--- src/rtl/uart_pkg.sv ---
// Shared definitions for the UART receive path: FSM state encoding, oversampling
// constants and the baud divider calculation.
// Build option: UART_RX_PARITY_EN adds the parity state (8E1 framing).
package uart_pkg;

  // Oversample ticks per bit and the three majority-vote sample points.
  localparam int unsigned OVERSAMPLE    = 16;
  localparam logic [3:0]  SAMPLE_TICK_0 = 4'd7;
  localparam logic [3:0]  SAMPLE_TICK_1 = 4'd8;
  localparam logic [3:0]  SAMPLE_TICK_2 = 4'd9;

  typedef enum logic [2:0] {
    StIdle  = 3'd0,
    StStart = 3'd1,
    StData  = 3'd2,
    StStop  = 3'd3
`ifdef UART_RX_PARITY_EN
    , StParity = 3'd4
`endif
  } uart_rx_state_e;

  // Clocks per oversample tick, rounded to nearest.
  function automatic int unsigned calc_div(input int unsigned clk_freq,
                                           input int unsigned baud);
    return (clk_freq + 8 * baud) / (OVERSAMPLE * baud);
  endfunction

endpackage

--- src/rtl/uart_rx_fifo.sv ---
// Synchronous FIFO with occupancy count; head data read straight from storage
// flops. Simultaneous push and pop on a full FIFO both succeed.
module uart_rx_fifo #(
  parameter int unsigned DEPTH = 16,
  parameter int unsigned WIDTH = 8
) (
  input  logic                     clk,
  input  logic                     rst,
  input  logic                     push,
  input  logic [WIDTH-1:0]         push_data,
  input  logic                     pop,
  output logic [WIDTH-1:0]         rd_data,
  output logic [$clog2(DEPTH):0]   level,
  output logic                     full,
  output logic                     empty
);

  localparam int unsigned AW = $clog2(DEPTH);
  localparam logic [AW:0] LvlFull = (AW + 1)'(DEPTH);

  logic [WIDTH-1:0] mem_q [DEPTH];
  logic [AW-1:0]    wr_ptr_q;
  logic [AW-1:0]    rd_ptr_q;
  logic [AW:0]      level_q;
  logic             push_en;
  logic             pop_en;

  assign full    = (level_q == LvlFull);
  assign empty   = (level_q == '0);
  assign level   = level_q;
  assign rd_data = mem_q[rd_ptr_q];

  // A pop frees the slot in the same cycle, so a full FIFO still accepts a push.
  assign pop_en  = pop && !empty;
  assign push_en = push && (!full || pop_en);

  // Storage, pointers and occupancy.
  always_ff @(posedge clk) begin
    if (rst) begin
      wr_ptr_q <= '0;
      rd_ptr_q <= '0;
      level_q  <= '0;
      for (int i = 0; i < int'(DEPTH); i++) begin
        mem_q[i] <= '0;
      end
    end else begin
      if (push_en) begin
        mem_q[wr_ptr_q] <= push_data;
        wr_ptr_q        <= wr_ptr_q + 1'b1;
      end
      if (pop_en) begin
        rd_ptr_q <= rd_ptr_q + 1'b1;
      end
      case ({push_en, pop_en})
        2'b10:   level_q <= level_q + 1'b1;
        2'b01:   level_q <= level_q - 1'b1;
        default: level_q <= level_q;
      endcase
    end
  end

endmodule

--- src/rtl/uart_rx_core.sv ---
// UART receiver: synchroniser, 16x oversampling, 3-sample majority vote,
// framing FSM and receive FIFO with valid/ready output.
// Build option: UART_RX_PARITY_EN selects 8E1 framing with parity checking;
// otherwise 8N1 and parity_err is tied low.
module uart_rx_core
  import uart_pkg::*;
#(
  parameter int unsigned CLK_FREQ   = 50_000_000,
  parameter int unsigned BAUD       = 115_200,
  parameter int unsigned FIFO_DEPTH = 16
) (
  input  logic                          clk,
  input  logic                          rst,
  input  logic                          uart_rxd,
  output logic [7:0]                    rx_data,
  output logic                          rx_valid,
  input  logic                          rx_ready,
  output logic                          rx_busy,
  output logic                          frame_err,
  output logic                          parity_err,
  output logic                          overrun,
  output logic [$clog2(FIFO_DEPTH):0]   fifo_level
);

  localparam int unsigned DIV  = calc_div(CLK_FREQ, BAUD);
  localparam int unsigned DivW = (DIV > 1) ? $clog2(DIV) : 1;
  localparam logic [DivW-1:0] DivMax = DivW'(DIV - 1);

  uart_rx_state_e state_q, state_d;

  logic            rxd_meta_q, rxd_sync_q, rxd_prev_q;
  logic            fall;
  logic [DivW-1:0] div_cnt_q;
  logic            tick;
  logic [3:0]      tick_cnt_q;
  logic [3:0]      tick_num;
  logic            tick_s0, tick_s1, decide;
  logic            samp0_q, samp1_q;
  logic            maj;
  logic [2:0]      bit_idx_q, bit_idx_d;
  logic [7:0]      shift_q, shift_d;
  logic            wait_high_q, wait_high_d;
  logic            push_req_q, push_req_d;
  logic            frame_q, frame_d;
  logic            fifo_full, fifo_empty;
  logic            pop;

`ifdef UART_RX_PARITY_EN
  logic            perr_pend_q, perr_pend_d;
  logic            perr_q, perr_d;
`endif

  // Two-flop synchroniser plus edge-detect history, all idling high.
  always_ff @(posedge clk) begin
    if (rst) begin
      rxd_meta_q <= 1'b1;
      rxd_sync_q <= 1'b1;
      rxd_prev_q <= 1'b1;
    end else begin
      rxd_meta_q <= uart_rxd;
      rxd_sync_q <= rxd_meta_q;
      rxd_prev_q <= rxd_sync_q;
    end
  end

  assign fall = rxd_prev_q && !rxd_sync_q;

  // Oversample tick divider; held at zero in idle so ticks align to the start edge.
  always_ff @(posedge clk) begin
    if (rst || state_q == StIdle) begin
      div_cnt_q <= '0;
    end else if (div_cnt_q == DivMax) begin
      div_cnt_q <= '0;
    end else begin
      div_cnt_q <= div_cnt_q + 1'b1;
    end
  end

  assign tick = (state_q != StIdle) && (div_cnt_q == DivMax);

  // Tick position within the current bit; wraps every 16 ticks.
  always_ff @(posedge clk) begin
    if (rst || state_q == StIdle) begin
      tick_cnt_q <= '0;
    end else if (tick) begin
      tick_cnt_q <= tick_cnt_q + 4'd1;
    end
  end

  // tick_num is the index of the tick firing now (first tick after the edge is 1).
  assign tick_num = tick_cnt_q + 4'd1;
  assign tick_s0  = tick && (tick_num == SAMPLE_TICK_0);
  assign tick_s1  = tick && (tick_num == SAMPLE_TICK_1);
  assign decide   = tick && (tick_num == SAMPLE_TICK_2);

  // Capture the first two votes; the third is the live synchronised value.
  always_ff @(posedge clk) begin
    if (rst) begin
      samp0_q <= 1'b1;
      samp1_q <= 1'b1;
    end else begin
      if (tick_s0) samp0_q <= rxd_sync_q;
      if (tick_s1) samp1_q <= rxd_sync_q;
    end
  end

  assign maj = (samp0_q & samp1_q) | (samp0_q & rxd_sync_q) | (samp1_q & rxd_sync_q);

  // FSM and datapath state registers.
  always_ff @(posedge clk) begin
    if (rst) begin
      state_q     <= StIdle;
      bit_idx_q   <= '0;
      shift_q     <= '0;
      wait_high_q <= 1'b0;
      push_req_q  <= 1'b0;
      frame_q     <= 1'b0;
    end else begin
      state_q     <= state_d;
      bit_idx_q   <= bit_idx_d;
      shift_q     <= shift_d;
      wait_high_q <= wait_high_d;
      push_req_q  <= push_req_d;
      frame_q     <= frame_d;
    end
  end

`ifdef UART_RX_PARITY_EN
  // Parity result is held from the parity bit until the stop bit is judged.
  always_ff @(posedge clk) begin
    if (rst) begin
      perr_pend_q <= 1'b0;
      perr_q      <= 1'b0;
    end else begin
      perr_pend_q <= perr_pend_d;
      perr_q      <= perr_d;
    end
  end
`endif

  // Next-state logic: framing decisions are made once per bit at the third vote.
  always_comb begin
    state_d     = state_q;
    bit_idx_d   = bit_idx_q;
    shift_d     = shift_q;
    wait_high_d = wait_high_q;
    push_req_d  = 1'b0;
    frame_d     = 1'b0;
`ifdef UART_RX_PARITY_EN
    perr_pend_d = perr_pend_q;
    perr_d      = 1'b0;
`endif
    unique case (state_q)
      StIdle: begin
        if (fall) begin
          state_d     = StStart;
          bit_idx_d   = '0;
          wait_high_d = 1'b0;
`ifdef UART_RX_PARITY_EN
          perr_pend_d = 1'b0;
`endif
        end
      end
      StStart: begin
        // A start bit that votes high was a glitch; drop it silently.
        if (decide) begin
          state_d = maj ? StIdle : StData;
        end
      end
      StData: begin
        if (decide) begin
          shift_d   = {maj, shift_q[7:1]};
          bit_idx_d = bit_idx_q + 3'd1;
          if (bit_idx_q == 3'd7) begin
`ifdef UART_RX_PARITY_EN
            state_d = StParity;
`else
            state_d = StStop;
`endif
          end
        end
      end
`ifdef UART_RX_PARITY_EN
      StParity: begin
        if (decide) begin
          perr_pend_d = maj ^ (^shift_q);
          state_d     = StStop;
        end
      end
`endif
      StStop: begin
        if (wait_high_q) begin
          // Hold off after a framing error until the line idles, so a break
          // is not taken as a new start bit.
          if (rxd_sync_q) begin
            state_d     = StIdle;
            wait_high_d = 1'b0;
          end
        end else if (decide) begin
          if (maj) begin
            push_req_d = 1'b1;
`ifdef UART_RX_PARITY_EN
            perr_d     = perr_pend_q;
`endif
            state_d    = StIdle;
          end else begin
            frame_d     = 1'b1;
            wait_high_d = 1'b1;
          end
        end
      end
      default: state_d = StIdle;
    endcase
  end

  assign pop = rx_valid && rx_ready;

  uart_rx_fifo #(
    .DEPTH (FIFO_DEPTH),
    .WIDTH (8)
  ) u_fifo (
    .clk       (clk),
    .rst       (rst),
    .push      (push_req_q),
    .push_data (shift_q),
    .pop       (pop),
    .rd_data   (rx_data),
    .level     (fifo_level),
    .full      (fifo_full),
    .empty     (fifo_empty)
  );

  assign rx_valid  = !fifo_empty;
  assign rx_busy   = (state_q != StIdle);
  assign frame_err = frame_q;
  // A concurrent pop makes room, so only a push into a full, non-draining FIFO drops.
  assign overrun   = push_req_q && fifo_full && !pop;

`ifdef UART_RX_PARITY_EN
  // Overrun wins when a bad-parity byte is also dropped, keeping pulses exclusive.
  assign parity_err = perr_q && !overrun;
`else
  assign parity_err = 1'b0;
`endif

endmodule
--- config.mk ---
export PLATFORM = sky130hd
export DESIGN_NAME = uart_rx_core
export DESIGN_NICKNAME = d
export VERILOG_FILES = /design/src/rtl/uart_pkg.sv /design/src/rtl/uart_rx_fifo.sv /design/src/rtl/uart_rx_core.sv
export SDC_FILE = /design/constraint.sdc
export NUM_CORES = 1
export LEC_CHECK = 0
export CAP_MARGIN = 20
export CORE_MARGIN = 2
export CORE_UTILIZATION = 46
export CTS_CLUSTER_SIZE = 25
export DETAILED_ROUTE_END_ITERATION = 16
export GPL_TIMING_DRIVEN = 0
export PLACE_DENSITY_LB_ADDON = 0.3
export RECOVER_POWER = 25
export SETUP_SLACK_MARGIN = 0.2
export SYNTH_ARGS = -nofsm -noshare
export SYNTH_HDL_FRONTEND = slang
export SYNTH_SLANG_ARGS = --single-unit
--- constraint.sdc ---
create_clock -name clk -period 4 [get_ports clk]
set_input_delay 0.4 -clock clk [delete_from_list [all_inputs] [get_ports clk]]
set_output_delay 0.4 -clock clk [all_outputs]
set_load 0.02 [all_outputs]
Yosys cells after proc, flatten, opt, wreduce, memory -nomap -nowiden

Memory sizes are Yosys's and may differ from the RTL's. A register that Yosys moved wholly into a read port is not among the register bits.
Index checks and enable logic that the tools add are counted.

Memories kept: 1
Bits in writable memories: 128
Bits of input ports: 4
Output and inout port bits: 18
Register bits after elaboration: 44

Reduce and logical (&&, ||, !) cells: 30
Equal/unequal tests: 18
Add/sub/neg operators: 7
Bitwise operators: 7
Muxes and demuxes: 31

Memory list:

| name         | words | bits a word | read ports | clocked after Yosys merged registers in | wr ports | line               | RTL |
|---|---|---|---|---|---|---|---|
| u_fifo.mem_q | 16    | 8           | 1          | 1                                       | 16       | uart_rx_fifo.sv:21 | `logic [WIDTH-1:0] mem_q [DEPTH];` |

Operator list:

| cell                                                 | number |
|---|---|
| two-way mux 3 bit                                    | 10 |
| adder 4 x 1 -> 4 bit (second input constant)         | 3 |
| two-way mux 1 bit                                    | 12 |
| two-way mux 4 bit                                    | 3 |
| case mux 3 bit (4 select lines)                      | 1 |
| adder 5 x 1 -> 5 bit (second input constant)         | 2 |
| equality test 5 bit (second input constant)          | 2 |
| logical AND 1 bit                                    | 10 |
| case mux 5 bit (2 select lines)                      | 1 |
| inequality test 3 bit (second input constant)        | 3 |
| equality test 4 bit (second input constant)          | 2 |
| two-way mux 8 bit                                    | 1 |
| inequality test 2 bit (second input constant)        | 4 |
| OR reduction 8 bit                                   | 1 |
| AND reduction 7 bit                                  | 1 |
| equality test 3 x 2 -> 1 bit (second input constant) | 2 |
| case mux 3 bit (2 select lines)                      | 1 |
| nonzero test 2 bit                                   | 3 |
| logical NOT 5 bit                                    | 1 |
| subtractor 5 x 1 -> 5 bit (second input constant)    | 1 |
| equality test 4 x 3 -> 1 bit (second input constant) | 1 |
| logical NOT 1 bit                                    | 4 |
| AND reduction 2 bit                                  | 2 |
| OR reduction 4 bit                                   | 1 |
| 16 further kinds                                     | 21 |

Longest topological paths before layout

Word-level depth: 11
Depth in mapped cells: 11
Mapped depth without buffers: 10

Cells and area by module

From an unflattened synthesis, not the netlist that was laid out.

Cells, all modules: 628
Area, all modules: 8245.4 µm²

Modules (own cells, without submodules):

| module       | instances | sequential area each (µm²) | cells an instance | area each (µm²) |
|---|---|---|---|---|
| uart_rx_fifo | 1         | 4184.0                     | 476               | 6806.5 |
| uart_rx_core | 1         | 600.6                      | 152               | 1438.9 |

Worst setup path after synthesis

OpenSTA, ideal clock, no wires.

Path kind: reg-to-reg
Start point: register u_fifo.level_q[1] (netlist: u_fifo.level[1])
End point: register u_fifo.level_q[4] (netlist: u_fifo.level[4])
Cell stages (with the launch flop): 12
Clock period less this slack: 2584 ps
Data required time: 3872 ps
Slack: 1416 ps
Arrival: 2457 ps
Cell sequence: dfxtp_1 > buf_6 > or4_4 > or2_2 > nand2_1 > o31ai_1 > ha_1 > or3_1 > nor3_1 > a21oi_1 > xor2_1 > nor2_1

Word-level cells in the longest chain between the ends: 8

Ends and longest elaborated chain:

| element                                                               | line                | RTL |
|---|---|---|
| start: declaration                                                    | uart_rx_fifo.sv:24  | `logic [AW:0] level_q;` |
| start signal: assignment                                              | uart_rx_fifo.sv:55  | `2'b10: level_q <= level_q + 1'b1;` |
| start signal: assignment                                              | uart_rx_fifo.sv:56  | `2'b01: level_q <= level_q - 1'b1;` |
| start signal: assignment                                              | uart_rx_fifo.sv:57  | `default: level_q <= level_q;` |
| logical NOT 5 bit *                                                   | uart_rx_fifo.sv:29  | `assign empty = (level_q == '0);` |
| logical NOT 1 bit *                                                   | uart_rx_core.sv:233 | `assign rx_valid = !fifo_empty;` |
| via rx_valid                                                          | uart_rx_core.sv:16  | `output logic rx_valid,` |
| logical AND 1 bit                                                     | uart_rx_core.sv:216 | `assign pop = rx_valid && rx_ready;` |
| logical AND 1 bit *                                                   | uart_rx_fifo.sv:34  | `assign pop_en = pop && !empty;` |
| logical OR 1 bit                                                      | uart_rx_fifo.sv:35  | `assign push_en = push && (!full \|\| pop_en);` |
| logical AND 1 bit                                                     | uart_rx_fifo.sv:35  |  |
| equality test 2 x 1 -> 1 bit or equality test 2 bit (tied branches)   | uart_rx_fifo.sv:54  | `case ({push_en, pop_en})` |
| case mux 5 bit (2 select lines) or nonzero test 2 bit (tied branches) | --                  |  |

Mark *: on every way through the listed nets, which the timed path passes. The rest lies on a longest branch.
A chain may end at the register's enable or synchronous reset.

==> impl_metrics.toml <==
[clock_tree]
clk_pin_slew_ns = 0.06
htreeDepth = 4
cts_tree = "done"
cts_buffers = 17
clock_sinks = 175
root_buffer = "clkbuf_16"
clk_latency_ns = 0.43
cts_setup_buffers = 0
cts_max_path_buffers = 2
cts_resized = 0
postCtsHoldBufs = 0

[setup_path]
critPathLaunchType = "flop"
cp.buffers_inverters = 3
crit_path_frequent_cell = "mux4_2"
critPathTopFamily = "buffers and inverters"
slowest_stage = "mux4_2"
worstPathArrival_ns = 3.15
required_ns = 3.60
crit_chain = "clkbuf_1, buf_2, mux4_2, mux4_2, clkdlybuf4s50_1"
max_stage_delay_ns = 0.61
setup.worst_path.class = "flop to primary output"
end_kind = "primary output"
crit_fanout = 10

[pwr]
cellInternalPower_mw = 3.13
switching_power_mw = 0.787
pwr_density_cell_nw_per_um2 = 422
p_leak_nw = 3.17
p_comb_share_pct = 3.5
clkPwrFrac_pct = 44.7
sequentialPowerShare_pct = 51.8
sw_frac_of_total_pct = 20.1
ir_worst_vdd_v = 0.000301

[global_route]
grt_max_degree = 17
use_met3_pct = 3.97
use_met1_pct = 25.6
grt_pass1_wl_um = 28500
overflow = 0
track_usage_pct = 20.8
grt_antenna_before_repair = 0
busiest_layer = "met2"
use_met2_pct = 36.1
first_global_vias = 5315

[synth]
ys_top_cells_by_count = "and2_1 (129), edfxtp_1 (128), dfxtp_1 (47), mux4_2 (40)"
avgSynthCellArea_um2 = 13.3
synth.most_common_cell = "and2_1"
yosys.area.top_type_share_pct = 46.9
synth_cell_types = 56
yosysWarnings = 0
postSynthCellCount = 617
synth_edf_count = 128
syn_nets = 635
syn_area_um2 = 8190
synth_flop_cell = "edfxtp_1"
async_flop_share_pct = 0
ys_top_cells_by_area = "edfxtp_1 (47%), dfxtp_1 (11%), mux4_2 (11%)"
synth.largest_area_cell = "edfxtp_1"
synth_seq_area_share_pct = 58.4
ys_ff_latch = 175

[final_layout]
nets = 689
n_antenna_cell = 0
nFillCells = 1418
drive_above_1_share_pct = 14.9
syn_to_final_growth_pct = 13.4

[drt]
drt-total-wl_um = 18100
wire_per_inst_um = 20.0
vias = 5069
dr.pass1.iters = 5
drt-vias-per-instance = 5.58
drt_iter0_drc = 485
ant_nets = 0
drc_errors = 0

[min_path]
min_path_type = "flop to flop"

[floorplan]
dieHeight_um = 137
initial_core_util_pct = 47.2
core_area_um2 = 17400
io_pins = 22
rows = 48
dieArea_um2 = 18900
die_w_um = 137

[timing]
slew_viol_final = 0
setup_violations = 0
max_freq_ghz = 0.282
final.setup.tns_ns = 0
whs_ns = 0.422
hold_viol_final = 0
fin_ws_ns = 0.449
slew_headroom_pct = 46.2
fin_skew_ns = 0.00770
tightest_slew_ns = 0.806
period_minus_slack_ns = 3.55
rsz0062_at_grt = "no"
timing.final.crit_share_pct = 88.8

[place]
port_buffers = 19
dp_hpwl_um = 13000
globalplace.congestion = 0.815
place_ws_ns = 0.868

[run_status]
status = "complete, no violations"

[job]
drv_cap = 0
-- worst reg2reg max path, stage by stage (launching register included) --
cell	delay, ns
dfxtp_1	0.31
clkbuf_1	0.18
or4_1	0.61
or3b_1	0.37
clkbuf_1	0.21
nand3_1	0.42
o21ai_0	0.37
buf_4	0.29
-- sequential cells by signal, indices dropped and copies added, names as in the netlist, 2 cells and up, named ones only --
register / count
bit_idx_q: 3
div_cnt_q: 5
shift_q: 8
state_q: 2
tick_cnt_q: 4
u_fifo.level: 5
u_fifo.mem_q: 128
u_fifo.rd_ptr_q: 4
u_fifo.wr_ptr_q: 4
-- placed cells by master (no fill, tap or decap), drive strengths merged, types with 10 or more instances in the layout --
cell / count
edfxtp: 128
clkdlybuf4s50: 12
nor2: 44
inv: 10
a21oi: 20
ha: 14
buf: 22
xor2: 11
nand3: 22
o21ai: 33
and2: 129
nand2: 26
dfxtp: 47
mux4: 40
clkbuf: 50
-- logic make-up (layout without fill, tap and decap cells) --
logic type,count (synthesis),count (layout),synth area share [%]
AOI/OAI and AO/OA,67,67,4.61
DFF,175,175,58.4
other,1,1,0.0458
and+or+nand+nor,259,259,19.5
buffers and inverters,42,109,2.20
adders and majority gates,15,15,2.26
xor gates and xnor gates,15,15,1.60
muxes,43,43,11.4
-- final cells by class --
cell class	instances	area (um^2)	area share, %
sequential	175	4780	51.5
multi-input combinational	400	3120	33.6
clock buffer	24	502	5.40
timing repair buffer	35	300	3.23
tap	225	282	3.03
clock inverter	8	129	1.39
buffer	32	128	1.37
inverter	10	37.5	0.404
-- per-stage QoR --
stage	cell area (um^2)	total power [mW]	utilization [%]	std cells
2_1_floorplan	8190	2.14	-	617
3_3_place_gp	8660	2.19	49.9	861
3_5_place_dp	8770	2.21	50.5	877
4_1_cts	9400	3.94	54.2	909
5_1_grt	9290	4.03	53.5	909
6_report	9290	3.92	53.5	909
-- power by group through the flow --
stage / combinational [mW] / clock (mW) / sequential (mW)
after floorplan: 0.0818 / 0 / 2.06
after global placement: 0.124 / 0 / 2.07
after detailed placement: 0.140 / 0 / 2.07
after CTS: 0.140 / 1.77 / 2.03
after global routing: 0.148 / 1.85 / 2.04
final: 0.138 / 1.75 / 2.03
-- routing by layer --
metal / wire length, um / up-vias
met5: 0 / -
met4: 454 / 0
met3: 966 / 31
met2: 9330 / 173
met1: 7390 / 2524
li1: - / 2341
-- worst paths after layout --
kind,startpoint,to,cells past startpoint,slack (ns)
max reg2reg,u_fifo.level[1],u_fifo.mem_q[15][3],7,1.01
max,flop,rx_data[7],5,0.45
min,rxd_meta_q,rxd_sync_q,1,0.42
min reg2reg,rxd_meta_q,rxd_sync_q,1,0.42
(Power assumes the default switching activity.)
